### src/rtl/dmem_store_buf_pkg.sv
// Shared store-width encodings and the pre-formatted lane payload used by the store buffer.
package dmem_store_buf_pkg;

  localparam logic [2:0] FUNC3_SB = 3'b000;
  localparam logic [2:0] FUNC3_SH = 3'b001;
  localparam logic [2:0] FUNC3_SW = 3'b010;

  // Byte enables plus lane-replicated data, exactly as presented to data memory.
  typedef struct packed {
    logic [3:0]  be;
    logic [31:0] wdata;
  } lane_t;

endpackage

### src/rtl/dmem_store_buf_if.sv
// Store request, memory write and load-hazard signals between pipeline/memory and the store buffer.
interface dmem_store_buf_if #(
  parameter int unsigned AW = 11
);

  logic          st_valid;
  logic          st_ready;
  logic [2:0]    st_funct3;
  logic [31:0]   st_addr;
  logic [31:0]   st_data;
  logic          st_err;

  logic          mem_we;
  logic [AW-3:0] mem_addr;
  logic [3:0]    mem_be;
  logic [31:0]   mem_wdata;
  logic          mem_gnt;

  logic          ld_valid;
  logic [31:0]   ld_addr;
  logic          ld_hazard;
  logic          empty;

  modport master (
    output st_valid, st_funct3, st_addr, st_data, mem_gnt, ld_valid, ld_addr,
    input  st_ready, st_err, mem_we, mem_addr, mem_be, mem_wdata, ld_hazard, empty
  );

  modport slave (
    input  st_valid, st_funct3, st_addr, st_data, mem_gnt, ld_valid, ld_addr,
    output st_ready, st_err, mem_we, mem_addr, mem_be, mem_wdata, ld_hazard, empty
  );

endinterface

### src/rtl/dmem_store_buf_sb_fifo.sv
// FIFO of pre-formatted word writes with per-entry word-address compare for load hazards.
module sb_fifo
  import dmem_store_buf_pkg::*;
#(
  parameter int unsigned DEPTH = 4,
  parameter int unsigned WAW   = 9
) (
  input  logic             clk,
  input  logic             nrst,
  input  logic             push,
  input  logic [WAW-1:0]   push_addr,
  input  lane_t            push_lane,
  input  logic             pop,
  output logic             head_valid,
  output logic [WAW-1:0]   head_addr,
  output lane_t            head_lane,
  output logic             full,
  output logic             empty,
  input  logic [WAW-1:0]   cmp_addr,
  output logic [DEPTH-1:0] hit
);

  localparam int unsigned PW = $clog2(DEPTH);
  localparam int unsigned CW = PW + 1;

  logic [PW-1:0]  wr_ptr;
  logic [PW-1:0]  rd_ptr;
  logic [CW-1:0]  count;
  logic [WAW-1:0] addr_q [DEPTH];
  lane_t          lane_q [DEPTH];
  logic [DEPTH-1:0] vld_q;

  logic do_push;
  logic do_pop;

  assign full    = (count == CW'(DEPTH));
  assign empty   = (count == '0);
  assign do_push = push && !full;
  assign do_pop  = pop && vld_q[rd_ptr];

  // Push and pop never touch the same slot: a push into the head slot implies the FIFO was empty.
  always_ff @(posedge clk or negedge nrst) begin
    if (!nrst) begin
      wr_ptr <= '0;
      rd_ptr <= '0;
      count  <= '0;
      vld_q  <= '0;
      for (int i = 0; i < int'(DEPTH); i++) begin
        addr_q[i] <= '0;
        lane_q[i] <= '0;
      end
    end else begin
      if (do_push) begin
        addr_q[wr_ptr] <= push_addr;
        lane_q[wr_ptr] <= push_lane;
        vld_q[wr_ptr]  <= 1'b1;
        wr_ptr         <= wr_ptr + PW'(1);
      end
      if (do_pop) begin
        vld_q[rd_ptr] <= 1'b0;
        rd_ptr        <= rd_ptr + PW'(1);
      end
      case ({do_push, do_pop})
        2'b10:   count <= count + CW'(1);
        2'b01:   count <= count - CW'(1);
        default: count <= count;
      endcase
    end
  end

  assign head_valid = vld_q[rd_ptr];
  assign head_addr  = head_valid ? addr_q[rd_ptr] : '0;
  assign head_lane  = head_valid ? lane_q[rd_ptr] : '0;

  always_comb begin
    hit = '0;
    for (int i = 0; i < int'(DEPTH); i++) begin
      hit[i] = vld_q[i] && (addr_q[i] == cmp_addr);
    end
  end

endmodule

### src/rtl/dmem_store_buf.sv
// Store buffer: checks store legality, formats byte lanes, queues writes and flags load hazards.
module dmem_store_buf
  import dmem_store_buf_pkg::*;
#(
  parameter int unsigned DEPTH = 4,
  parameter int unsigned AW    = 11
) (
  input  logic             clk,
  input  logic             nrst,
  dmem_store_buf_if.slave  bus
);

  localparam int unsigned WAW = AW - 2;

  logic             legal;
  lane_t            lane;
  logic             accept;
  logic             push;
  logic             st_err_q;
  logic             full;
  logic             fifo_empty;
  logic             head_valid;
  logic [WAW-1:0]   head_addr;
  lane_t            head_lane;
  logic [DEPTH-1:0] hit;

  // Alignment check and lane placement, decoded from the offered store.
  always_comb begin
    legal = 1'b0;
    lane  = '0;
    case (bus.st_funct3)
      FUNC3_SB: begin
        legal      = 1'b1;
        lane.be    = 4'b0001 << bus.st_addr[1:0];
        lane.wdata = {4{bus.st_data[7:0]}};
      end
      FUNC3_SH: begin
        legal      = !bus.st_addr[0];
        lane.be    = bus.st_addr[1] ? 4'b1100 : 4'b0011;
        lane.wdata = {2{bus.st_data[15:0]}};
      end
      FUNC3_SW: begin
        legal      = (bus.st_addr[1:0] == 2'b00);
        lane.be    = 4'b1111;
        lane.wdata = bus.st_data;
      end
      default: begin
        legal = 1'b0;
        lane  = '0;
      end
    endcase
  end

  assign accept = bus.st_valid && !full;
  assign push   = accept && legal;

  // A rejected store still completes the handshake; it only reports for one cycle.
  always_ff @(posedge clk or negedge nrst) begin
    if (!nrst) begin
      st_err_q <= 1'b0;
    end else begin
      st_err_q <= accept && !legal;
    end
  end

  sb_fifo #(
    .DEPTH (DEPTH),
    .WAW   (WAW)
  ) u_fifo (
    .clk        (clk),
    .nrst       (nrst),
    .push       (push),
    .push_addr  (bus.st_addr[AW-1:2]),
    .push_lane  (lane),
    .pop        (bus.mem_gnt),
    .head_valid (head_valid),
    .head_addr  (head_addr),
    .head_lane  (head_lane),
    .full       (full),
    .empty      (fifo_empty),
    .cmp_addr   (bus.ld_addr[AW-1:2]),
    .hit        (hit)
  );

  assign bus.st_ready  = !full;
  assign bus.st_err    = st_err_q;
  assign bus.mem_we    = head_valid;
  assign bus.mem_addr  = head_addr;
  assign bus.mem_be    = head_lane.be;
  assign bus.mem_wdata = head_lane.wdata;
  assign bus.ld_hazard = bus.ld_valid && (|hit);
  assign bus.empty     = fifo_empty;

  // Address bits outside the data-memory window and the load byte offset play no part.
  logic unused_bits;
  assign unused_bits = &{1'b0, bus.st_addr[31:AW], bus.ld_addr[31:AW], bus.ld_addr[1:0]};

endmodule

### src/flat_wrapper.sv
// flat-port wrapper written by rule: the top's interface ports become plain ports
module dmem_store_buf_flat import dmem_store_buf_pkg::*;
#(
  parameter int unsigned DEPTH = 4,
  parameter int unsigned AW    = 11
)
  (clk, nrst, bus_st_valid, bus_st_funct3, bus_st_addr, bus_st_data, bus_mem_gnt, bus_ld_valid, bus_ld_addr, bus_st_ready, bus_st_err, bus_mem_we, bus_mem_addr, bus_mem_be, bus_mem_wdata, bus_ld_hazard, bus_empty);
  dmem_store_buf_if #(.AW(AW)) bus_i ();
  input  logic clk;
  input  logic nrst;
  input wire logic [$bits(bus_i.st_valid)-1:0] bus_st_valid;
  input wire logic [$bits(bus_i.st_funct3)-1:0] bus_st_funct3;
  input wire logic [$bits(bus_i.st_addr)-1:0] bus_st_addr;
  input wire logic [$bits(bus_i.st_data)-1:0] bus_st_data;
  input wire logic [$bits(bus_i.mem_gnt)-1:0] bus_mem_gnt;
  input wire logic [$bits(bus_i.ld_valid)-1:0] bus_ld_valid;
  input wire logic [$bits(bus_i.ld_addr)-1:0] bus_ld_addr;
  output wire logic [$bits(bus_i.st_ready)-1:0] bus_st_ready;
  output wire logic [$bits(bus_i.st_err)-1:0] bus_st_err;
  output wire logic [$bits(bus_i.mem_we)-1:0] bus_mem_we;
  output wire logic [$bits(bus_i.mem_addr)-1:0] bus_mem_addr;
  output wire logic [$bits(bus_i.mem_be)-1:0] bus_mem_be;
  output wire logic [$bits(bus_i.mem_wdata)-1:0] bus_mem_wdata;
  output wire logic [$bits(bus_i.ld_hazard)-1:0] bus_ld_hazard;
  output wire logic [$bits(bus_i.empty)-1:0] bus_empty;
  assign bus_i.st_valid = bus_st_valid;
  assign bus_i.st_funct3 = bus_st_funct3;
  assign bus_i.st_addr = bus_st_addr;
  assign bus_i.st_data = bus_st_data;
  assign bus_i.mem_gnt = bus_mem_gnt;
  assign bus_i.ld_valid = bus_ld_valid;
  assign bus_i.ld_addr = bus_ld_addr;
  assign bus_st_ready = bus_i.st_ready;
  assign bus_st_err = bus_i.st_err;
  assign bus_mem_we = bus_i.mem_we;
  assign bus_mem_addr = bus_i.mem_addr;
  assign bus_mem_be = bus_i.mem_be;
  assign bus_mem_wdata = bus_i.mem_wdata;
  assign bus_ld_hazard = bus_i.ld_hazard;
  assign bus_empty = bus_i.empty;
  dmem_store_buf #(.DEPTH(DEPTH), .AW(AW)) u_core (.clk(clk), .nrst(nrst), .bus(bus_i));
endmodule
### config.mk
export PLATFORM = sky130hd
export DESIGN_NAME = dmem_store_buf_flat
export DESIGN_NICKNAME = d
export VERILOG_FILES = /design/src/rtl/dmem_store_buf_pkg.sv /design/src/rtl/dmem_store_buf_if.sv /design/src/rtl/dmem_store_buf_sb_fifo.sv /design/src/rtl/dmem_store_buf.sv /design/src/flat_wrapper.sv
export SDC_FILE = /design/constraint.sdc
export NUM_CORES = 1
export LEC_CHECK = 0
export CORE_MARGIN = 4
export CORE_UTILIZATION = 45
export CTS_CLUSTER_DIAMETER = 200
export CTS_CLUSTER_SIZE = 20
export DETAILED_ROUTE_END_ITERATION = 8
export DONT_BUFFER_PORTS = 1
export SKIP_LAST_GASP = 1
export SLEW_MARGIN = 30
export SYNTH_ARGS = -nofsm -noshare
export SYNTH_HDL_FRONTEND = slang
export SYNTH_SLANG_ARGS = --single-unit
### constraint.sdc
create_clock -name clk -period 3.45 [get_ports clk]
set_input_delay 0.69 -clock clk [delete_from_list [all_inputs] [get_ports clk]]
set_output_delay 0.69 -clock clk [all_outputs]
set_load 0.03 [all_outputs]
==> results.sh, run 1 <==
export IMPL_outcome="finished, violations left"
export IMPL_violations="hold timing"
export IMPL_die_y_um=161
export IMPL_tns_ns=0
export IMPL_grt_ovfl_total=0
export IMPL_worstMarginPinSlew_ns=0.900
export IMPL_syn_inst=710
export IMPL_cts_root_buf="clkbuf_16"
export IMPL_cts_htree_levels=4
export IMPL_ios=154
export IMPL_synth_seq_cells=192
export IMPL_ys_async_sr_fraction_pct=100
export IMPL_synth_top_area_share_pct=45.5
export IMPL_clk_latency_ns=0.43
export IMPL_core_um2=22800
export IMPL_first_iter_violations=383
export IMPL_crit_type="reg -> out"
export IMPL_max_slew_margin_rel_pct=39.5
export IMPL_antenna_found_initial=0
export IMPL_arrival_ns=2.34
export IMPL_cts_buffers=17
export IMPL_die_area_um2=26000
export IMPL_power_total_mw=10.3
export IMPL_hold_viol=55
export IMPL_grt_setup_unrepaired="no"
export IMPL_io_buffers=0
export IMPL_finalClockSkew_ns=0.00972
export IMPL_synth_area_leaders="dfrtp_1 (45%), mux2_4 (22%), mux4_2 (9.6%), buf_12 (3.0%), nor2b_1 (2.9%)"
export IMPL_cp_end_kind="output pin"
export IMPL_maxCapViolations=0
export IMPL_grt_pass1_wl_um=38600
export IMPL_syn_area_um2=10600
export IMPL_path_buf_inv=2
export IMPL_hold_ws_ns=-0.0389
export IMPL_cts_buffer_depth=2
export IMPL_dr_total_vias=5820
export IMPL_globalplace_congestion=0.784
export IMPL_seq_area_frac_synth_pct=45.5
export IMPL_synthToLayoutAreaGrowth_pct=9.64
export IMPL_worstPathCellList="buf_12, mux4_2, nor2b_1, buf_4"
export IMPL_grt_pass1_vias=6602
export IMPL_fin_crit_sh_pct=87.7
export IMPL_fin_nets=853
export IMPL_vias_per_cell=5.47
export IMPL_place_hpwl_um=15600
export IMPL_antenna_cells=0
export IMPL_critical_path_max_stage_delay_ns=0.62
export IMPL_core_rowCount=55
export IMPL_grtUsageTotal_pct=19.1
export IMPL_drive_gt1_share_pct=43.3
export IMPL_synthFlopType="dfrtp_1"
export IMPL_synth_top_area_cell="dfrtp_1"
export IMPL_wl_per_cell_um=23.0
export IMPL_ir_worst_vdd_uv=502
export IMPL_grt_max_degree=193
export IMPL_drv_slew=0
export IMPL_critPathRequiredTime_ns=2.76
export IMPL_cts_tree="yes"
export IMPL_clk_pin_slew_worst_paths_ns=0.07
export IMPL_max_freq_mhz=330
export IMPL_drc_errors=0
export IMPL_dr_pass1_iters=4
export IMPL_routed_wirelength_um=24400
export IMPL_die_x_um=161
export IMPL_crit_family="flip-flops"
export IMPL_worstPathMaxFanout=36
export IMPL_synth_nets=824
export IMPL_start_kind="flip-flop"
export IMPL_antenna_left=0
export IMPL_fillers=1960
export IMPL_synth_edff_count=0
export IMPL_crit_slowest_cell="dfrtp_4"
export IMPL_synth_avg_cell_area_um2=14.9
export IMPL_initial_utilization_pct=46.2
export IMPL_clock_sinks=192
export IMPL_synthesis_yosys_warnings=0
export IMPL_powerDensity_nw_per_um2=886
export IMPL_finalSetupViolCount=0
export IMPL_period_needed_ns=3.03
export IMPL_hold_path_class="in -> async"
export IMPL_synth_cell_type_count=35
export IMPL_leakagePower_nw=5.25
-- layer usage --
layer	part of all wire (%)	global-route usage, %	up-vias
li1	-	-	2583
met1	43	23.7	3079
met2	51	33.3	134
met3	4.4	4.64	24
met4	1.6	5.27	0
met5	0	0	-
-- path summary, 6_finish.rpt --
check	from	to	slack, ns	cells past startpoint
setup / recovery	u_core.u_fifo.rd_ptr[0]$_DFFE_PN0P_	bus_mem_wdata[10]	0.42	4
setup reg to reg	u_core.u_fifo.rd_ptr[0]$_DFFE_PN0P_	u_core.u_fifo.count[2]$_DFFE_PN0P_	0.77	9
max in group asynchronous	nrst	u_core.u_fifo.rd_ptr[1]$_DFFE_PN0P_	3.09	0
min in group clk	bus_st_addr[6]	u_core.u_fifo.addr_q[22]$_DFFE_PN0P_	0.40	1
hold / removal	nrst	u_core.u_fifo.lane_q[115]$_DFFE_PN0P_	-0.04	0
hold reg to reg	u_core.u_fifo.count[2]$_DFFE_PN0P_	u_core.u_fifo.count[2]$_DFFE_PN0P_	0.50	1
-- stage by stage --
stage	utilization (%)	setup WS, ns	area, um2	std cells
final	50.7	0.423	11600	1064
after global routing	50.7	0.305	11600	1064
after CTS	50.7	0.370	11600	1064
after detailed placement	48.3	0.772	11000	1033
after global placement	48.3	0.808	11000	1033
after floorplan	-	0.829	10600	710
-- flip-flops by register name (all words and copies together), names as in the netlist --
| signal | cells |
|---|---|
| u_core.u_fifo.wr_ptr | 2 |
| u_core.u_fifo.lane_q | 144 |
| u_core.u_fifo.rd_ptr | 2 |
| u_core.u_fifo.count | 3 |
| u_core.u_fifo.vld_q | 4 |
| u_core.u_fifo.addr_q | 36 |
| u_core.bus.st_err | 1 |
-- synth_stat cells (4+ instances only) --
cell and instances:
nor4b_2 4, xnor2_1 7, a2bb2oi_1 4, ha_1 9
nand4_1 4, dfrtp_1 192, xor2_1 34, nor4_1 8
nand2b_1 8, mux4_2 45, buf_2 6, and2_1 8
mux2_4 156, inv_1 12, buf_6 4, mux2_2 27
nor2_1 6, buf_12 16, a21oi_1 27, a21o_1 16
nand2_1 32, clkbuf_1 17, nor2b_1 49
-- cell usage in the layout (no fill, tap or decap), types with 4 or more instances in the layout --
cell type | synthesis | routed
dfrtp_1 | 192 | 190
mux2_4 | 156 | 156
buf_4 | 1 | 50
nor2b_1 | 49 | 49
mux4_2 | 45 | 45
xor2_1 | 34 | 34
nand2_1 | 32 | 32
a21oi_1 | 27 | 27
mux2_2 | 27 | 27
clkbuf_16 | 0 | 17
a21o_1 | 16 | 16
inv_1 | 12 | 12
ha_1 | 9 | 9
nor4_1 | 8 | 8
nand2b_1 | 8 | 8
and2_1 | 8 | 8
xnor2_1 | 7 | 7
buf_12 | 16 | 7
nor2_1 | 6 | 6
nand4_1 | 4 | 4
nor4b_4 | 0 | 4
a2bb2oi_1 | 4 | 4
clkinv_4 | 0 | 4
inv_6 | 0 | 4
-- repair_timing --
action / CTS / global route
gates resized for setup: 0 / 0
setup buffers: 0 / 0
endpoints found under the hold margin: 192 / 192
-- power by group --
part / internal (mW) / leakage (nW) / total (mW) / switching, mW
combinational: 2.56 / 2.46 / 4.40 / 1.84
sequential: 3.21 / 2.52 / 3.98 / 0.765
clock: 0.947 / 0.266 / 1.89 / 0.945
-- area by class of cell --
type	instances	area [um2]	area share (%)
Sequential cell	192	4810	41.5
Clock buffer	17	425	3.67
Multi-Input combinational cell	459	5270	45.5
Clock inverter	14	124	1.07
Inverter	12	45.0	0.389
Timing Repair Buffer	57	515	4.45
Tap cell	313	392	3.38
-- cell families (layout without fill, tap and decap cells) --
| group | after synthesis | count (layout) | share of synthesized area (%) |
|---|---|---|---|
| AO/OA/AOI/OAI | 52 | 52 | 3.14 |
| XOR/XNOR | 41 | 41 | 3.40 |
| adder cells (fa/ha/maj) | 10 | 10 | 1.26 |
| buffers and inverters | 59 | 100 | 4.95 |
| flip-flops | 192 | 192 | 45.5 |
| multiplexers | 231 | 231 | 34.9 |
| AND/OR/NAND/NOR | 125 | 125 | 6.85 |
Power figures use the tool's default switching activity.
==> inputs of run 2 (changes only) <==
- CAP_MARGIN: not set -> 20
==> results of run 2 <==
Final layout, timing and power as in run 1 (identical DEF).
==> inputs of run 3 (changes only) <==
- SYNTH_HIERARCHICAL: not set -> 1
- TNS_END_PERCENT: not set -> 50
==> results.sh, run 3 <==
export IMPL_fin_crit_sh_pct=89.5
export IMPL_synth_cell_type_count=44
export IMPL_biggestRegsByFlops="u_core/u_fifo/lane_q (144), u_core/u_fifo/addr_q (36), u_core/u_fifo/vld_q (4)"
export IMPL_cts_root_buf="clkbuf_16"
export IMPL_synth_top_area_cell="dfrtp_1"
export IMPL_finalSetupViolCount=0
export IMPL_cp_end_kind="output pin"
export IMPL_path_buf_inv=2
export IMPL_synth_nets=826
export IMPL_r2r_start="u_core/u_fifo/count[0]$_DFFE_PN0P_"
export IMPL_cts_buffer_depth=2
export IMPL_antenna_cells=0
export IMPL_multi_input_area_um2=4800
export IMPL_clock_sinks=192
export IMPL_ios=154
export IMPL_initial_utilization_pct=45.9
export IMPL_cts_setup_buffers=0
export IMPL_grt_setup_unrepaired="no"
export IMPL_hold_path_class="in -> async"
export IMPL_layout_commonest_cell="dfrtp_1"
export IMPL_max_slew_margin_rel_pct=39.3
export IMPL_syn_inst=712
export IMPL_worstPathMaxFanout=22
export IMPL_synthMostInstantiatedCell="dfrtp_1"
export IMPL_layout_setup_ws_ns=0.361
export IMPL_clk_latency_ns=0.42
export IMPL_syn_area_um2=10100
export IMPL_largest_reg_flops=144
export IMPL_outcome="finished, violations left"
export IMPL_worstMarginPinSlew_ns=0.904
export IMPL_routed_wirelength_um=23600
export IMPL_synthTopCellsByCount="dfrtp_1 (192), mux2_2 (184), mux4_2 (45)"
export IMPL_largest_register="u_core/u_fifo/lane_q"
export IMPL_cts_htree_levels=4
export IMPL_fin_nets=844
export IMPL_crit_top_cell="buf_4"
export IMPL_wl_per_cell_um=23.0
export IMPL_violations="hold timing"
export IMPL_vias_per_cell=5.71
export IMPL_die_area_um2=24900
export IMPL_place_hpwl_um=16000
export IMPL_cts_buffers=17
export IMPL_synthToLayoutAreaGrowth_pct=9.50
export IMPL_regArea_um2=4810
export IMPL_synth_seq_cells=192
export IMPL_antenna_found_initial=0
export IMPL_hold_viol=36
export IMPL_powerDensity_nw_per_um2=883
export IMPL_dr_total_vias=5840
export IMPL_core_rowCount=54
export IMPL_worstPathCellList="buf_4, mux4_2, nor2b_1, buf_4"
export IMPL_drc_errors=0
export IMPL_leakagePower_nw=5.13
export IMPL_crit_family="flip-flops"
export IMPL_synth_edff_count=0
export IMPL_grt_pass1_vias=6527
export IMPL_crit_type="reg -> out"
export IMPL_grt_pass1_wl_um=37200
export IMPL_drive_gt1_share_pct=44.3
export IMPL_tns_ns=0
export IMPL_final_cell_mix="dfrtp_1 (190), mux2_2 (184), mux4_2 (45), buf_4 (41), nor2b_1 (39)"
export IMPL_cts_resized=0
export IMPL_finalClockSkew_ns=0.00790
export IMPL_ys_async_sr_fraction_pct=100
export IMPL_ir_worst_vdd_uv=352
export IMPL_cts_tree="yes"
export IMPL_grt_most_used_layer="met2"
export IMPL_reg2regPathDepth=13
export IMPL_period_needed_ns=3.09
export IMPL_clk_pin_slew_worst_paths_ns=0.07
export IMPL_synth_area_leaders="dfrtp_1 (48%), mux2_2 (21%), mux4_2 (10%), xnor2_1 (3.0%), buf_8 (2.5%)"
export IMPL_die_x_um=158
export IMPL_antenna_left=0
export IMPL_grt_ovfl_total=0
export IMPL_critical_path_max_stage_delay_ns=0.71
export IMPL_gr_usage_met3_pct=4.89
export IMPL_r2r_slack_ns=0.69
export IMPL_timing_rr_end="u_core/u_fifo/count[2]$_DFFE_PN0P_"
export IMPL_synthesis_yosys_warnings=6
export IMPL_io_buffers=0
export IMPL_grt_util_met2_pct=34.2
export IMPL_synth_top_area_share_pct=47.7
export IMPL_grtUsageTotal_pct=19.7
export IMPL_globalplace_congestion=0.800
export IMPL_max_freq_mhz=324
export IMPL_hold_ws_ns=-0.0436
export IMPL_seq_area_frac_synth_pct=47.7
export IMPL_maxCapViolations=0
export IMPL_arrival_ns=2.40
export IMPL_core_um2=22000
export IMPL_globalRouteMet1Util_pct=24.7
export IMPL_crit_slowest_cell="dfrtp_4"
export IMPL_drv_slew=0
export IMPL_first_iter_violations=216
export IMPL_grt_max_degree=193
export IMPL_synth_avg_cell_area_um2=14.2
export IMPL_synthFlopType="dfrtp_1"
export IMPL_die_y_um=158
export IMPL_start_kind="flip-flop"
export IMPL_critPathRequiredTime_ns=2.76
export IMPL_fillers=1883
export IMPL_pre_cts_slack_ns=0.666
export IMPL_dr_pass1_iters=4
## run 3: cell type report
| cell class | instances | share of cell area, % |
|---|---|---|
| sequential | 192 | 43.6 |
| multi-input combinational | 458 | 43.5 |
| clock buffer | 21 | 4.17 |
| timing repair buffer | 47 | 3.88 |
| tap | 280 | 3.17 |
| clock inverter | 11 | 1.19 |
| inverter | 14 | 0.476 |
## run 3: where the power goes
part / internal, mW / switching [mW]
clock network: 1.11 / 0.862
registers: 3.21 / 0.657
logic: 2.07 / 1.83
total: 6.39 / 3.35
## run 3: worst max path at each step
stage	slack (ns)	cells after the start	start	end
2_1_floorplan	0.77	14	u_core/u_fifo/count[0]$_DFFE_PN0P_	u_core/u_fifo/count[2]$_DFFE_PN0P_
3_3_place_gp	0.75	13	u_core/u_fifo/count[0]$_DFFE_PN0P_	u_core/u_fifo/count[2]$_DFFE_PN0P_
3_5_place_dp	0.67	13	u_core/u_fifo/count[0]$_DFFE_PN0P_	u_core/u_fifo/count[2]$_DFFE_PN0P_
4_1_cts	0.29	4	u_core/u_fifo/rd_ptr[0]$_DFFE_PN0N_	bus_mem_wdata[11]
5_1_grt	0.21	4	u_core/u_fifo/rd_ptr[0]$_DFFE_PN0N_	bus_mem_wdata[12]
6_report	0.36	4	u_core/u_fifo/rd_ptr[0]$_DFFE_PN0N_	bus_mem_wdata[12]
## run 3: metal layers
layer	vias up	wire [um]
li1	2578	-
met1	3107	9710
met2	126	12300
met3	29	1160
met4	0	446
met5	-	0
## run 3: stage by stage
| stage | area (um2) | hold slack [ns] | power [mW] | utilization [%] | std cells |
|---|---|---|---|---|---|
| 2_1_floorplan | 10100 | 0.394 | 6.77 | - | 712 |
| 5_1_grt | 11000 | -0.0666 | 10.3 | 50.3 | 1023 |
| 3_3_place_gp | 10400 | 0.400 | 7.61 | 47.6 | 991 |
| 4_1_cts | 11000 | -0.0625 | 9.85 | 50.3 | 1023 |
| 6_report | 11000 | -0.0436 | 9.74 | 50.3 | 1023 |
| 3_5_place_dp | 10400 | 0.401 | 7.83 | 47.6 | 991 |
## run 3: cells by family after synthesis
kind of cell / after synthesis / share of synthesized area (%)
adder cells (fa/ha/maj): 10 / 1.32
XOR/XNOR: 40 / 3.48
AND/OR/NAND/NOR: 138 / 8.81
buffers and inverters: 62 / 4.67
flip-flops: 192 / 47.7
AO/OA/AOI/OAI: 31 / 2.00
multiplexers: 239 / 32.1
